File: src/rtl/serial_pattern_gen.sv
// serial_pattern_gen: serialises the low len bits of pattern onto a, MSB first,
// holding each bit for period+1 cycles, then pulses done for one cycle.
//
// Ports:
//   clk       - single clock, rising edge
//   rstn      - synchronous active-low reset
//   start     - transmit request, accepted in IDLE and DONE
//   pattern   - bits to send, right-aligned (WIDTH)
//   len       - number of bits to send; 0 or >WIDTH means WIDTH (LEN_W)
//   period    - each bit is held period+1 cycles (4)
//   repeat_en - only with SERIAL_PATTERN_GEN_REPEAT_EN: restart the pattern
//               instead of finishing ("repeat" is a reserved word in SV)
//   a         - registered serial data bit
//   a_valid   - high while a carries a pattern bit
//   busy      - high in SEND
//   done      - one-cycle pulse after the last bit
//
// Optional feature macro: SERIAL_PATTERN_GEN_REPEAT_EN
module serial_pattern_gen #(
  parameter int unsigned WIDTH = 16,
  parameter int unsigned LEN_W = 5
) (
  input  logic             clk,
  input  logic             rstn,
  input  logic             start,
  input  logic [WIDTH-1:0] pattern,
  input  logic [LEN_W-1:0] len,
  input  logic [3:0]       period,
`ifdef SERIAL_PATTERN_GEN_REPEAT_EN
  input  logic             repeat_en,
`endif
  output logic             a,
  output logic             a_valid,
  output logic             busy,
  output logic             done
);

  typedef enum logic [1:0] {IDLE, SEND, DONE} state_t;

  state_t           state;
  logic [WIDTH-1:0] pat_q;      // left-aligned copy, reloaded on repeat
  logic [WIDTH-1:0] shreg;      // remaining bits of the current pass, MSB next
  logic [LEN_W-1:0] len_q;
  logic [LEN_W-1:0] bits_left;  // bits still to send after the current one
  logic [3:0]       period_q;
  logic [3:0]       per_cnt;
  logic             rpt_c;

  logic [LEN_W-1:0] len_c;
  logic [LEN_W-1:0] shamt_c;
  logic [WIDTH-1:0] pat_al_c;

`ifdef SERIAL_PATTERN_GEN_REPEAT_EN
  assign rpt_c = repeat_en;
`else
  assign rpt_c = 1'b0;
`endif

  // Clamp len and left-align the pattern so the first bit sits at the MSB.
  always_comb begin
    len_c = len;
    if (len == '0 || len > LEN_W'(WIDTH)) len_c = LEN_W'(WIDTH);
    shamt_c  = LEN_W'(WIDTH) - len_c;
    pat_al_c = pattern << shamt_c;
  end

  // FSM with all outputs registered.
  always_ff @(posedge clk) begin
    if (!rstn) begin
      state     <= IDLE;
      pat_q     <= '0;
      shreg     <= '0;
      len_q     <= '0;
      bits_left <= '0;
      period_q  <= '0;
      per_cnt   <= '0;
      a         <= 1'b0;
      a_valid   <= 1'b0;
      busy      <= 1'b0;
      done      <= 1'b0;
    end else begin
      done <= 1'b0;
      case (state)
        IDLE, DONE: begin
          state   <= IDLE;
          a       <= 1'b0;
          a_valid <= 1'b0;
          busy    <= 1'b0;
          if (start) begin
            pat_q     <= pat_al_c;
            shreg     <= pat_al_c << 1;
            a         <= pat_al_c[WIDTH-1];
            len_q     <= len_c;
            bits_left <= len_c - LEN_W'(1);
            period_q  <= period;
            per_cnt   <= '0;
            a_valid   <= 1'b1;
            busy      <= 1'b1;
            state     <= SEND;
          end
        end
        SEND: begin
          if (per_cnt != period_q) begin
            per_cnt <= per_cnt + 4'd1;
          end else begin
            per_cnt <= '0;
            if (bits_left != '0) begin
              bits_left <= bits_left - LEN_W'(1);
              a         <= shreg[WIDTH-1];
              shreg     <= shreg << 1;
            end else if (rpt_c) begin
              // Seamless restart: no DONE cycle, a_valid stays high.
              bits_left <= len_q - LEN_W'(1);
              a         <= pat_q[WIDTH-1];
              shreg     <= pat_q << 1;
            end else begin
              state   <= DONE;
              a       <= 1'b0;
              a_valid <= 1'b0;
              busy    <= 1'b0;
              done    <= 1'b1;
            end
          end
        end
        default: state <= IDLE;
      endcase
    end
  end

endmodule

File: config.mk
export PLATFORM = sky130hd
export DESIGN_NAME = serial_pattern_gen
export DESIGN_NICKNAME = d
export VERILOG_FILES = /design/src/rtl/serial_pattern_gen.sv
export SDC_FILE = /design/constraint.sdc
export NUM_CORES = 1
export LEC_CHECK = 0
export ABC_AREA = 1
export BUFFER_PORTS_ARGS = -buffer_cell sky130_fd_sc_hd__buf_2
export CAP_MARGIN = 20
export CORE_MARGIN = 1.5
export CORE_UTILIZATION = 62
export DETAILED_ROUTE_END_ITERATION = 8
export GPL_TIMING_DRIVEN = 0
export PLACE_DENSITY = 0.85
export SYNTH_ARGS = -nofsm -noshare
export SYNTH_HDL_FRONTEND = slang
export SYNTH_SLANG_ARGS = --single-unit
File: constraint.sdc
create_clock -name clk -period 4.3 [get_ports clk]
set_input_delay 0.43 -clock clk [delete_from_list [all_inputs] [get_ports clk]]
set_output_delay 0.43 -clock clk [all_outputs]
set_load 0.01 [all_outputs]
# Word level (Yosys, flattened, before mapping)
# Cells that the tools add are included.
[classes] mul=0 eq_ne=7 add_sub_neg=4 muxes=25 n_reduce_logical=13 n_div=0 n_bitwise=2 shifts=1 n_lt_le_gt_ge=1
[op_table] operator="$mux W16" n=3
[op_table] operator="$pmux W16 S2" n=1
[op_table] operator="$mux W5" n=4
[op_table] operator="$shl A16 B5 Y16" n=1
[op_table] operator="$pmux W5 S2" n=1
[op_table] operator="$sub A5 B1 Y5 const B" n=2
[op_table] operator="$mux W1" n=8
[op_table] operator="$mux W4" n=2
[op_table] operator="$ne A2 B2 Y1 const B" n=4
[op_table] operator="$pmux W4 S2" n=1
[op_table] operator="$reduce_and A2 Y1" n=4
[op_table] operator="$gt A5 B5 Y1 const B" n=1
[op_table] operator="$logic_not A5 Y1" n=1
[op_table] operator="$reduce_bool A5 Y1" n=1
[op_table] operator="$sub A5 B5 Y5 const A" n=1
[op_table] operator="$add A4 B1 Y4 const B" n=1
[op_table] operator="$mux W2" n=2
[op_table] operator="$ne A4 B4 Y1" n=1
[op_table] operator="$pmux W1 S2" n=2
[op_table] operator="$pmux W2 S2" n=1
[op_table] operator="$reduce_and A4 Y1" n=1
[op_table] operator="$reduce_and A3 Y1" n=1
[op_table] operator="$reduce_or A3 Y1" n=1
[op_table] operator="$eq A2 B1 Y1 const B" n=1
[op_table] operator="6 further kinds" n=7
[word_totals] reg_bits=34 rom_bits=0 latch_bits=0 n_memories=0 ramBits=0 wordCells=61

# Depth between registers and ports, before layout
# Gate-level depths: netlist (run 1).
[logic_depth] depth_word=7 ltp_mapped=18 ltp_nobuf=15

# Worst setup path after synthesis (run 1)
# OpenSTA, ideal clock, no wires.
[synth_path] path_kind="input to register" start="input len[0]" end="register shreg[15]" slack_ns=1.648 path_stages=16 t_arrival_ns=2.534 required_time_ns=4.182 path_buffers=4 path_cell_list="buf_2 > nor2_1 > nand3_1 > ha_1 > inv_2 > nand2_2 > buf_2 > ha_1 > buf_2 > inv_1 > buf_2 > nand3_1 > nand3_1 > nand3_1 > nand3_1 > a21oi_1"
[synth_between] elab_chain_len=7 elab_cells_between_ends=8 cone_classes="add/sub (1); order compare (1); shift (1); mux (3); reduce/logical (2)"
[synth_lines] item="from (decl)" line_no="27" rtl="input logic [LEN_W-1:0] len,"
[synth_lines] item="$gt A5 B5 Y1 or $logic_not A5 Y1 (tied branches)" line_no="62" rtl="if (len == '0 || len > LEN_W'(WIDTH)) len_c = LEN_W'(WIDTH);"
[synth_lines] item="$logic_or A1 B1 Y1" line_no="62"
[synth_lines] item="$mux W5 (*)" line_no="62"
[synth_lines] item="$sub A5 B5 Y5 (*)" line_no="63" rtl="shamt_c = LEN_W'(WIDTH) - len_c;"
[synth_lines] item="$shl A16 B5 Y16 (*)" line_no="64" rtl="pat_al_c = pattern << shamt_c;"
[synth_lines] item="$mux W16 (*)" line_no="89" rtl="if (start) begin"
[synth_lines] item="$pmux W16 S2 (*)" line_no="83" rtl="case (state)"
[synth_lines] item="to (signal assigned)" line_no="91" rtl="shreg <= pat_al_c << 1;"
[synth_lines] item="to (signal assigned)" line_no="110" rtl="shreg <= shreg << 1;"
[synth_lines] item="to (signal assigned)" line_no="115" rtl="shreg <= pat_q << 1;"
[synth_lines] item="to (decl)" line_no="42" rtl="logic [WIDTH-1:0] shreg;"
# Mark *: on every way between the ends. The rest lies on a longest branch, timed or not. The select of a mux whose other input is x is not followed.
# A chain may end at the register's enable or synchronous reset.

# Worst setup path after layout (run 1)
# Ends and elaborated chain as after synthesis.

==> results.yml, run 1 <==
yosys:
  yosysWarnings: 0
  synth.avg_cell_area_um2: 6.266
  syn-instance-count: 369
  yosysSeqAreaShare_pct: 28.57
  synth_fp_nets: 401
  synth_cell_type_count: 32
  synth-seq-cells: 33
  netlist_area_um2: 2312
global_route:
  grt_first_pass_wirelength_um: 10710
  antenna_found_initial: 0
  gr-total-overflow: 0
  grt_use_total_pct: 32.56
  grt_pass1_vias: 2460
  grt_max_degree: 11
detailed_routing:
  drt_iter0_markers: 221
  detail-route-antenna-nets: 0
  dr_wl_met3_um: 333
  drc: 0
  drt-vias-per-instance: 5.803
  dr.max_layer_used: "met4"
  via_count: 2646
  routedWlPerCell_um: 13.57
  drt-total-wl_um: 6187
  met2WireLength_um: 2919
  wirelength_met1_um: 2839
  drt-pass1-iter-count: 5
placement:
  dpl_cell_area_um2: 2527
  io_buffers: 31
  pre_cts_ws_ns: 0.9797
  gp_congestion: 0.9481
  place_hpwl_um: 4720
power:
  finalPower_mw: 1.332
  power_density_nw_per_um2: 504.0
  pwr-share-comb_pct: 44.5
  p_sw_share_pct: 40.47
  p_sw_mw: 0.5392
  seq_power_share_pct: 32.9
  ir_drop_v: 0.0003316
  power.internal_mw: 0.7931
  clkPwrFrac_pct: 22.6
  leakagePower_nw: 1.246
finish:
  antenna_cells: 0
  drive_above_1_share_pct: 18.63
  fill_cells: 343
  area_delta_synth_final_pct: 14.34
  nets: 439
  design_area_um2: 2644
  post-route-util_pct: 72.76
clocking:
  numCtsBuffers: 5
  cts_tree: "built"
  clkSlewWorstSetupHoldPaths_ns: 0.07
  cts_resized: 0
  clk_latency_ns: 0.28
  htreeDepth: 2
  cts_hold_buf: 0
  ctsRootBufferMaster: "clkbuf_8"
  cts_buffer_depth: 2
  post_cts_buffers: 0
  cts_sinks: 33
critical_path:
  path_buf_inv: 6
  path_cells: "buf_2 -> buf_2 -> nor2_1 -> nand3_1 -> ha_1 -> inv_2 -> nand2_2 -> buf_2 -> ha_1 -> buf_2 -> buf_1 -> nand3_1 -> nand3_1 -> nand3_1 -> nand3_1 -> a21oi_1"
  cp_slowest_cell: "buf_1"
  critPathRequiredTime_ns: 4.47
  startpoint_type: "primary input"
  crit_top_cell: "nand3_1"
  critPathMaxStageDelay_ns: 0.38
  path_delay_family: "buffers and inverters"
  crit_type: "in2reg"
  crit_fanout: 10
  cp.arrival_ns: 3.27
  end_kind: "flip-flop"
timing:
  rsz0062_at_grt: "no"
  layout_setup_ws_ns: 1.206
  hold_viol: 0
  setup_viol: 0
  slew-limit-headroom_pct: 70.75
  finalCriticalPeriod_ns: 3.094
  drv_slew: 0
  skew_ns: 0.004190
  fin_crit_sh_pct: 71.95
  achievable-frequency_mhz: 323.2
  finalSetupTns_ns: 0
  tightest_slew_ns: 0.4387
min_path:
  hold_class: "in2reg"
floorplanning:
  coreArea_um2: 3633
  dieArea_um2: 4105
  rows: 22
  die_w_um: 64.07
  pin_count: 32
  start_util_pct: 63.64
  die_y_um: 64.07
flow_run:
  cap_violations: 0
status:
  status: "finished, final reports clean"
-- path summary, 6_finish.rpt --
path | start | end | slack [ns] | cells past startpoint
max | len[0] | shreg[15] | 1.21 | 16
min | period[2] | period_q[2] | 0.43 | 3
max reg2reg | state[1] | bits_left[4] | 2.59 | 9
min reg2reg | period_q[2] | period_q[2] | 0.48 | 2
-- cells in the mapped netlist --
cell | instances | area share [%]
a21oi_1 | 43 | 9.3
a21oi_2 | 1 | 0.38
and2_1 | 1 | 0.27
buf_1 | 1 | 0.16
buf_2 | 7 | 1.5
buf_4 | 3 | 0.97
buf_6 | 3 | 1.5
clkbuf_1 | 3 | 0.49
clkinv_1 | 1 | 0.16
clkinv_4 | 1 | 0.38
dfxtp_1 | 33 | 29
ha_1 | 4 | 2.2
inv_1 | 19 | 3.1
inv_2 | 9 | 1.5
nand2_1 | 79 | 13
nand2_2 | 8 | 2.2
nand2_4 | 2 | 0.97
nand3_1 | 85 | 18
nand3_2 | 1 | 0.43
nand3b_1 | 1 | 0.32
nand4_1 | 4 | 1.1
nor2_1 | 19 | 3.1
nor2_2 | 1 | 0.27
nor2_4 | 1 | 0.49
nor3_1 | 1 | 0.22
nor4_1 | 2 | 0.54
o21ai_0 | 11 | 2.4
o21ai_1 | 19 | 4.1
o21bai_2 | 1 | 0.49
o31ai_1 | 1 | 0.32
xnor2_1 | 3 | 1.1
xor2_1 | 1 | 0.38
-- per-stage QoR --
stage | hold WS [ns] | cells
2_1_floorplan | 0.4431 | 369
3_3_place_gp | 0.4592 | 448
3_5_place_dp | 0.4636 | 448
4_1_cts | 0.4278 | 456
5_1_grt | 0.4393 | 456
6_report | 0.4311 | 456
-- power groups by stage --
stage | Sequential, mW | Clock, mW | Combinational [mW]
6_report | 0.438 | 0.301 | 0.593
5_1_grt | 0.447 | 0.314 | 0.669
4_1_cts | 0.437 | 0.301 | 0.585
3_5_place_dp | 0.443 | 0 | 0.582
3_3_place_gp | 0.439 | 0 | 0.567
2_1_floorplan | 0.434 | 0 | 0.450
-- registers in the layout, summed over array words and instances (netlist names) --
name       flops
a              1
bits_left      5
busy           1
done           1
per_cnt        4
period_q       4
shreg         15
state          2
-- cell families (layout without fill, tap and decap cells) --
kind of cell / after synthesis / count (layout) / synth area share (%)
simple gates: 205 / 205 / 41.07
compound gates: 76 / 76 / 16.99
buf+inv: 47 / 86 / 9.686
flops: 33 / 33 / 28.57
fa+ha+maj: 4 / 4 / 2.165
xor+xnor: 4 / 4 / 1.515
-- cell usage in the layout, fill, tap and decap left out, types with 2 or more instances in the layout --
master	n
clkbuf_8	6
nand4_1	4
o21ai_0	11
xnor2_1	3
nor2_1	19
o21ai_1	19
dfxtp_1	33
nand3_1	85
nand2_2	8
nand2_1	79
nand2_4	2
a21oi_1	43
inv_2	9
ha_1	4
nor4_1	2
buf_4	3
inv_1	19
buf_6	3
clkbuf_1	4
buf_2	38
-- layer usage --
layer | GRT usage, % | up-vias
met5 | 0 | -
met4 | 8.967 | 0
met3 | 6.690 | 12
met2 | 54.30 | 93
met1 | 42.48 | 1209
li1 | - | 1332
-- tightest hold or removal path: cells and delay by family --
kind	cells	cell delay, ns
AOI/OAI and AO/OA	2	0.17
buffers and inverters	1	0.07
-- final cells by class --
cell class | instances | area (µm²) | share of cell area, %
Clock inverter | 1 | 30.03 | 1.136
Tap cell | 48 | 60.06 | 2.272
Sequential cell | 33 | 660.6 | 24.99
Multi-Input combinational cell | 289 | 1428 | 54.00
Buffer | 17 | 106.4 | 4.023
Inverter | 30 | 117.6 | 4.449
Clock buffer | 7 | 86.33 | 3.265
Timing Repair Buffer | 31 | 155.1 | 5.868
(Power assumes the default switching activity.)
==> run 2: changes to the inputs <==
--- a/config.mk
+++ b/config.mk
@@ -9,10 +9,10 @@
 export BUFFER_PORTS_ARGS = -buffer_cell sky130_fd_sc_hd__buf_2
 export CAP_MARGIN = 20
 export CORE_MARGIN = 1.5
-export CORE_UTILIZATION = 62
+export CORE_UTILIZATION = 52
 export DETAILED_ROUTE_END_ITERATION = 8
 export GPL_TIMING_DRIVEN = 0
-export PLACE_DENSITY = 0.85
+export PLACE_DENSITY = 0.76
 export SYNTH_ARGS = -nofsm -noshare
 export SYNTH_HDL_FRONTEND = slang
 export SYNTH_SLANG_ARGS = --single-unit
==> constraint.sdc (replaced) <==
create_clock -name clk -period 2.7 [get_ports clk]
set_input_delay 0.27 -clock clk [delete_from_list [all_inputs] [get_ports clk]]
set_output_delay 0.27 -clock clk [all_outputs]
set_load 0.01 [all_outputs]
==> run 2 against run 1 <==
- sequential cell count unchanged
- clock-buffer cell count is 1 lower
- non-clock buffer count is 1 higher
- critical endpoint is now a
- highest routed layer unchanged
==> results.yml, run 2 (synthesis results as in run 1) <==
critical_path:
  path_buf_inv: 6
  critPathRequiredTime_ns: 2.88
  path_delay_family: "simple AND/OR/NAND/NOR gates"
  r2r_slack_ns: 1.01
  crit_type: "in2reg"
  cp_slowest_cell: "ha_4"
  cp.arrival_ns: 2.63
  crit_top_cell: "nand3_1"
  timing.rr.start: "state[1]"
  path_cells: "buf_2 -> buf_2 -> nor2_1 -> nand3_1 -> ha_4 -> inv_4 -> nand2_2 -> ha_1 -> clkbuf_4 -> inv_2 -> buf_6 -> nand3_1 -> nand3_1 -> nand3_1 -> nand3_1 -> a21oi_1"
  crit_fanout: 13
  worstReg2RegEnd: "bits_left[4]"
  critPathMaxStageDelay_ns: 0.31
  startpoint_type: "primary input"
  end_kind: "flip-flop"
  reg2regPathDepth: 9
placement:
  dpl_cell_area_um2: 2532
  place_hpwl_um: 4743
  io_buffers: 31
  gp_congestion: 0.9181
  pre_cts_ws_ns: -0.4324
floorplanning:
  coreArea_um2: 4324
  pin_count: 32
  dieArea_um2: 4855
  die_w_um: 69.68
  die_y_um: 69.68
  start_util_pct: 53.47
  rows: 24
power:
  finalPower_mw: 2.011
  leakagePower_nw: 1.245
  ir_drop_v: 0.0004927
  power_density_nw_per_um2: 757.7
clocking:
  cts_tree: "built"
  numCtsBuffers: 5
  ctsRootBufferMaster: "clkbuf_8"
  cts_sinks: 33
  cts_buffer_depth: 2
  clkSlewWorstSetupHoldPaths_ns: 0.07
  cts_hold_buf: 0
  htreeDepth: 2
  clk_latency_ns: 0.29
timing:
  slew-limit-headroom_pct: 70.11
  setup_viol: 0
  skew_ns: 0.007765
  tightest_slew_ns: 0.4484
  drv_slew: 0
  layout_setup_ws_ns: 0.2519
  fin_crit_sh_pct: 90.67
  hold_viol: 0
  finalCriticalPeriod_ns: 2.448
  rsz0062_at_grt: "no"
  achievable-frequency_mhz: 408.5
detailed_routing:
  drt-pass1-iter-count: 6
  drt-vias-per-instance: 5.759
  drt-total-wl_um: 6227
  drt_iter0_markers: 217
  drc: 0
  via_count: 2655
  detail-route-antenna-nets: 0
  routedWlPerCell_um: 13.51
min_path:
  min_from: "period[2]"
  min_path_cells: 3
  hold_class: "in2reg"
  hold-path-endpoint: "period_q[2]"
global_route:
  grt_use_total_pct: 26.26
  grt_pass1_vias: 2335
  gr-total-overflow: 0
  grt_max_degree: 11
  antenna_found_initial: 0
  grt_first_pass_wirelength_um: 10320
finish:
  largest_register: "shreg"
  design_area_um2: 2654
  top_regs: "shreg x15, bits_left x5"
  antenna_cells: 0
  nets: 440
  area_delta_synth_final_pct: 14.77
  final_cell_mix: "nand3_1 (85), nand2_1 (79), a21oi_1 (42)"
  drive_above_1_share_pct: 19.80
  largest_reg_flops: 15
  final_common_cell: "nand3_1"
flow_run:
  cap_violations: 0
status:
  status: "finished, final reports clean"
[run 2: final cells by class]
cell class | instances | area (µm²)
Fill cell | 427 | 1670
Multi-Input combinational cell | 289 | 1444
Sequential cell | 33 | 660.6
Timing Repair Buffer | 33 | 170.2
Inverter | 30 | 120.1
Buffer | 16 | 111.4
Clock buffer | 6 | 72.57
Tap cell | 52 | 65.06
Clock inverter | 2 | 10.01
[run 2: per-stage QoR]
| stage | instances | setup TNS, ns | hold slack (ns) | util (%) |
|---|---|---|---|---|
| after floorplan | 369 | 0 | 0.4084 | - |
| after global placement | 452 | -3.606 | 0.4591 | 58.56 |
| after detailed placement | 452 | -4.170 | 0.4595 | 58.56 |
| after CTS | 460 | 0 | 0.2502 | 60.62 |
| after global routing | 461 | 0 | 0.2699 | 61.37 |
| final | 461 | 0 | 0.2548 | 61.37 |
[run 2: worst max path at each step]
stage | to | slack [ns] | start | cells past startpoint
after floorplan | shreg[15] | 0.21 | len[0] | 16
final | a | 0.25 | len[0] | 16
after CTS | a | 0.009 | len[0] | 17
after detailed placement | a | -0.43 | len[0] | 16
after global placement | a | -0.41 | len[0] | 16
after global routing | a | 0.06 | len[0] | 16
[run 2: tightest hold or removal path: stages]
cell,delay [ns]
buf_2,0.07
o21ai_0,0.07
a21oi_1,0.10
[run 2: report_power, final]
part / total [mW] / internal, mW / leakage (nW) / switching [mW]
registers: 0.695 / 0.620 / 0.272 / 0.0750
logic: 0.953 / 0.351 / 0.929 / 0.602
clock network: 0.362 / 0.178 / 0.0450 / 0.183
[run 2: timing repair]
item / 4_1_cts / 5_1_grt
pin swaps: 0 / 0
buffers inserted: 0 / 2
endpoints found under the hold margin: 0 / 0
gates resized for setup: 3 / 5
endpoints found under the setup margin: 9 / 12
[run 2: routing by layer]
layer / GRT usage (%) / wire [µm]
met3: 6.686 / 379
met2: 42.09 / 2838
met4: 8.547 / 99
met5: 0 / 0
met1: 34.66 / 2909
